===== src/rtl/uart_rx_ctrl.sv =====
// UART receive frame sequencer: runs the oversampling edge/bit counters, strobes the
// sampler, checkers and deserializer, and turns their verdicts into one result pulse.
//
// state  | meaning
// IDLE   | line idle, waiting for rx_in low
// START  | start bit, start checker enabled
// DATA   | data bits, one deserializer shift per bit
// PARITY | parity bit, parity checker enabled
// STOP   | stop bit, result pulse at mid-bit + 3
module uart_rx_ctrl #(
  parameter int DATA_WIDTH = 8
) (
  input  logic       clk,
  input  logic       rst,
  input  logic       rx_in,
  input  logic       par_en,
  input  logic [5:0] prescale,
  input  logic       strt_glitch,
  input  logic       par_err,
  input  logic       stop_err,
  output logic [4:0] edge_count,
  output logic [3:0] bit_count,
  output logic       edge_cnt_en,
  output logic       dat_samp_en,
  output logic       strt_chk_en,
  output logic       par_chk_en,
  output logic       stp_chk_en,
  output logic       deser_en,
  output logic       data_valid,
  output logic       parity_error,
  output logic       framing_error
);

  typedef enum logic [2:0] {IDLE, START, DATA, PARITY, STOP} state_t;

  localparam logic [3:0] LAST_DATA = 4'(DATA_WIDTH);

  state_t     state;
  state_t     state_nxt;
  logic       par_fail;
  logic [5:0] edge_ext;
  logic [5:0] half;
  logic       at_last;
  logic       at_deser;
  logic       at_verdict;

  assign edge_ext   = {1'b0, edge_count};
  assign half       = {1'b0, prescale[5:1]};
  assign at_last    = (edge_ext == prescale - 6'd1);
  assign at_deser   = (edge_ext == half + 6'd2);
  assign at_verdict = (edge_ext == half + 6'd3);

  always_ff @(posedge clk) begin
    if (!rst) state <= IDLE;
    else      state <= state_nxt;
  end

  always_comb begin
    state_nxt = state;
    case (state)
      IDLE:    if (!rx_in)   state_nxt = START;
      START:   if (at_last)  state_nxt = strt_glitch ? IDLE : DATA;
      DATA:    if (at_last && bit_count == LAST_DATA)
                 state_nxt = par_en ? PARITY : STOP;
      PARITY:  if (at_last)  state_nxt = STOP;
      STOP:    if (at_verdict) state_nxt = IDLE;
      default: state_nxt = IDLE;
    endcase
  end

  // The IDLE cycle that sees rx_in low is edge 0 of the start bit.
  always_ff @(posedge clk) begin
    if (!rst) begin
      edge_count <= '0;
      bit_count  <= '0;
    end else if (state == IDLE) begin
      edge_count <= rx_in ? 5'd0 : 5'd1;
      bit_count  <= '0;
    end else if (state_nxt == IDLE) begin
      edge_count <= '0;
      bit_count  <= '0;
    end else if (at_last) begin
      edge_count <= '0;
      bit_count  <= bit_count + 4'd1;
    end else begin
      edge_count <= edge_count + 5'd1;
    end
  end

  always_ff @(posedge clk) begin
    if (!rst)                              par_fail <= 1'b0;
    else if (state == IDLE && !rx_in)      par_fail <= 1'b0;
    else if (state == PARITY && at_last)   par_fail <= par_err;
  end

  always_comb begin
    edge_cnt_en   = (state != IDLE);
    dat_samp_en   = (state != IDLE);
    strt_chk_en   = (state == START);
    par_chk_en    = (state == PARITY);
    stp_chk_en    = (state == STOP);
    deser_en      = (state == DATA) && at_deser;
    data_valid    = 1'b0;
    parity_error  = 1'b0;
    framing_error = 1'b0;
    // Decided mid-stop-bit so a start bit right after the stop bit is still caught.
    if (state == STOP && at_verdict) begin
      if (par_fail && par_en) parity_error  = 1'b1;
      else if (stop_err)      framing_error = 1'b1;
      else                    data_valid    = 1'b1;
    end
  end

endmodule


===== config.mk =====
export PLATFORM = sky130hd
export DESIGN_NAME = uart_rx_ctrl
export DESIGN_NICKNAME = d
export VERILOG_FILES = /design/src/rtl/uart_rx_ctrl.sv
export SDC_FILE = /design/constraint.sdc
export NUM_CORES = 1
export LEC_CHECK = 0
export BUFFER_PORTS_ARGS = -buffer_cell sky130_fd_sc_hd__buf_2
export CAP_MARGIN = 20
export CORE_MARGIN = 4
export CORE_UTILIZATION = 36
export CTS_CLUSTER_DIAMETER = 50
export DETAILED_ROUTE_END_ITERATION = 8
export PLACE_DENSITY = 0.59
export SLEW_MARGIN = 10
export SYNTH_ARGS = -nofsm -noshare
export SYNTH_HDL_FRONTEND = slang
export SYNTH_SLANG_ARGS = --single-unit

===== constraint.sdc =====
create_clock -name clk -period 2.7 [get_ports clk]
set_input_delay 0.27 -clock clk [delete_from_list [all_inputs] [get_ports clk]]
set_output_delay 0.27 -clock clk [all_outputs]
set_load 0.05 [all_outputs]

==> flow_summary.toml <==
[status]
outcome = "completed"

[finish]
fillers = 328
final_core_util_pct = 44.9
layout-area-overhead-vs-synth_pct = 17.4
drive_above_1_share_pct = 23.3
finalNetCount = 203
antennaDiodeCount = 0
finalNonFillerCells = 224

[synth]
ys.flop_type = "dfxtp_1"
yosysTopAreaCellShare_pct = 21.8
ys_seq_area_share_pct = 21.8
synth.distinct_cells = 38
ys_ff_latch = 13
synth_most_common_cell = "nor2_1"
synth_edf_count = 0
async_flop_share_pct = 0
avgSynthCellArea_um2 = 7.97
yosys_warnings = 0
synthesis.nets = 172
synthCells = 150
yosys.area.top_type = "dfxtp_1"
synth_common_cells = "nor2_1, dfxtp_1, nand2_1, xnor2_1, inv_1"
synth_area_um2 = 1200
synth_area_leaders = "dfxtp_1, ha_1, xnor2_1"

[floorplan]
start_util_pct = 38.2
ios = 31
design.die.area_um2 = 4310
rows = 20
dieWidth_um = 65.6
core_area_um2 = 3130
die_y_um = 65.6

[routing]
routed_wl_um = 2840
drc_errors = 0
dr_total_vias = 1145
firstDrtPassIters = 4
ant_nets = 0
drtIter0Drc = 35
via_per_inst = 5.11
wl_per_cell_um = 12.7

[critical_path]
worstSetupEndpointType = "output pin"
crit_fanout = 9
start_kind = "register"
worst-setup-path-type = "register to output pin"
cp.arrival_ns = 2.13
cp_slowest_cell = "dfxtp_1"
r2r_end = "bit_count[2]"
reg2reg_from = "edge_count[2]"
cp_slowest_stage_delay_ns = 0.56
worst_ep_required_time_ns = 2.43
ff2ff_setup_slack_ns = 0.49
reg2reg_depth = 6
worstPathCellList = "xor2_1, xnor2_1, nor4_1, nand2_1, nor4b_2, buf_2"
crit_start = "edge_count[3]"

[sta]
fmax_ghz = 0.416
finalHoldViolations = 0
min_period_over_period_pct = 89.0
fin_crit_ns = 2.40
skew_ns = 0.00410
relSlewSlack_pct = 69.3
setup_viol = 0
drv_slew = 0
grt_setup_unrepaired = "false"
worst_pin_slew_ns = 0.456

[power]
p_per_area_nw_per_um2 = 321
clkPwrFrac_pct = 27.1
peakVddDrop_v = 0.000160
p_seq_share_pct = 44.6
netSwitchingFraction_pct = 33.4
p_comb_share_pct = 28.2
p_switching_mw = 0.151
p_int_mw = 0.300
fin_total_pwr_mw = 0.451
p_leak_nw = 0.625

[placed_design]
finalWeightedCongestion = 0.792
dp.cells = 220
port_buffers = 30
dp_hpwl_um = 2330

[clock_tree]
cts-root-buf = "clkbuf_4"
ctsHtreeMaxLevel = 1
clock_latency_ns = 0.28
clkTransAtPathRegs_ns = 0.08
ctsResizeCount = 0
cts_tree = "done"
cts_setup_buffers = 0
clockBufferDepth = 2
cts_buffers = 3
cts_sinks = 13
cts_hold_buf = 0

[job]
maxCapViolCount = 0

[min_path]
hold_end = "state[2]"
min_path_cells = 2
holdCritPathClass = "input port to register"
min_from = "rst"

[global_route]
antenna_found_initial = 0
grt_use_total_pct = 13.8
grt_pass1_wl_um = 4680
grt_pass1_vias = 1073
grt_max_degree = 11
grt_overflow = 0
==> power by group through the flow <==
stage	sequential, mW	combinational [mW]	clock, mW
after floorplan	0.211	0.0890	0
after global placement	0.206	0.125	0
after detailed placement	0.206	0.127	0
after CTS	0.201	0.128	0.124
after global routing	0.202	0.141	0.134
final	0.201	0.127	0.122
==> critical path, delay by kind of cell (launching register included) <==
family,cells,cell delay [ns]
xor+xnor,2,0.31
buf+inv,1,0.30
flops,1,0.56
simple gates,3,0.69
==> placed cells by master, fill, tap and decap left out <==
cell / count
nand2b_1: 4
and3_1: 1
nor3b_1: 5
nand3_1: 7
a21boi_0: 1
nor2_1: 18
nor4_1: 4
or4_4: 1
dfxtp_1: 13
a211oi_2: 1
xnor2_1: 12
nand3b_1: 2
a2111oi_2: 1
a311o_1: 1
o21a_1: 3
o21ai_0: 3
a21oi_1: 3
a31oi_1: 2
nor4b_2: 1
nor2b_1: 3
ha_1: 9
o311ai_2: 1
nor4b_1: 1
xor2_1: 8
nor4_4: 1
and2_1: 2
and3_4: 1
nand2_1: 12
buf_2: 30
nor3_2: 1
clkbuf_1: 1
mux2i_1: 2
o31a_1: 1
a211oi_1: 1
a31o_2: 1
or3_1: 2
inv_1: 11
clkbuf_4: 3
a211o_1: 1
nor3_1: 5
==> final cells by class <==
cell class              instances  area [um^2]  area share (%)
multi-input cells             122          871            62.0
flip-flops and latches         13          260            18.5
repair buffers                 30          150            10.7
well taps                      44         55.1            3.92
inverters                      11         41.3            2.94
clock buffers                   4         26.3            1.87
==> per-layer routing <==
layer	wire (um)	GRT usage, %	vias up	part of all wire, %
li1	-	-	582	-
met1	1310	17.0	528	46
met2	1330	23.3	28	47
met3	128	1.88	7	4.5
met4	72	6.48	0	2.5
met5	0	0	-	0
==> worst max-delay path by stage <==
| stage | cells after the start | to | slack [ns] |
|---|---|---|---|
| floorplan | 6 | data_valid | -0.03 |
| global placement | 9 | bit_count[2] | 0.32 |
| detailed placement | 9 | bit_count[0] | 0.25 |
| CTS | 6 | data_valid | 0.27 |
| global route | 6 | data_valid | 0.09 |
| finish | 6 | data_valid | 0.30 |
==> cell families (layout without fill, tap and decap cells) <==
family	Yosys count	in the layout	share of synthesized area [%]
adders and majority gates	9	9	9.41
muxes	2	2	1.67
AOI/OAI and AO/OA	20	20	13.4
xor gates and xnor gates	20	20	14.6
DFF	13	13	21.8
buffers and inverters	15	45	6.38
and+or+nand+nor	71	71	32.7
==> per-stage QoR <==
step                cell area, um^2  worst slack [ns]  hold slack [ns]  TNS (ns)
floorplan                      1210           -0.0254            0.379   -0.0254
global placement               1380             0.323            0.539         0
detailed placement             1380             0.245            0.549         0
CTS                            1400             0.269            0.252         0
global route                   1400            0.0920            0.248         0
finish                         1400             0.296            0.252         0
==> flip-flops by register name, summed over array words and instances (netlist names) <==
name and count:
bit_count 4, state 3, edge_count 5, par_fail 1
Power figures use the tool's default switching activity.
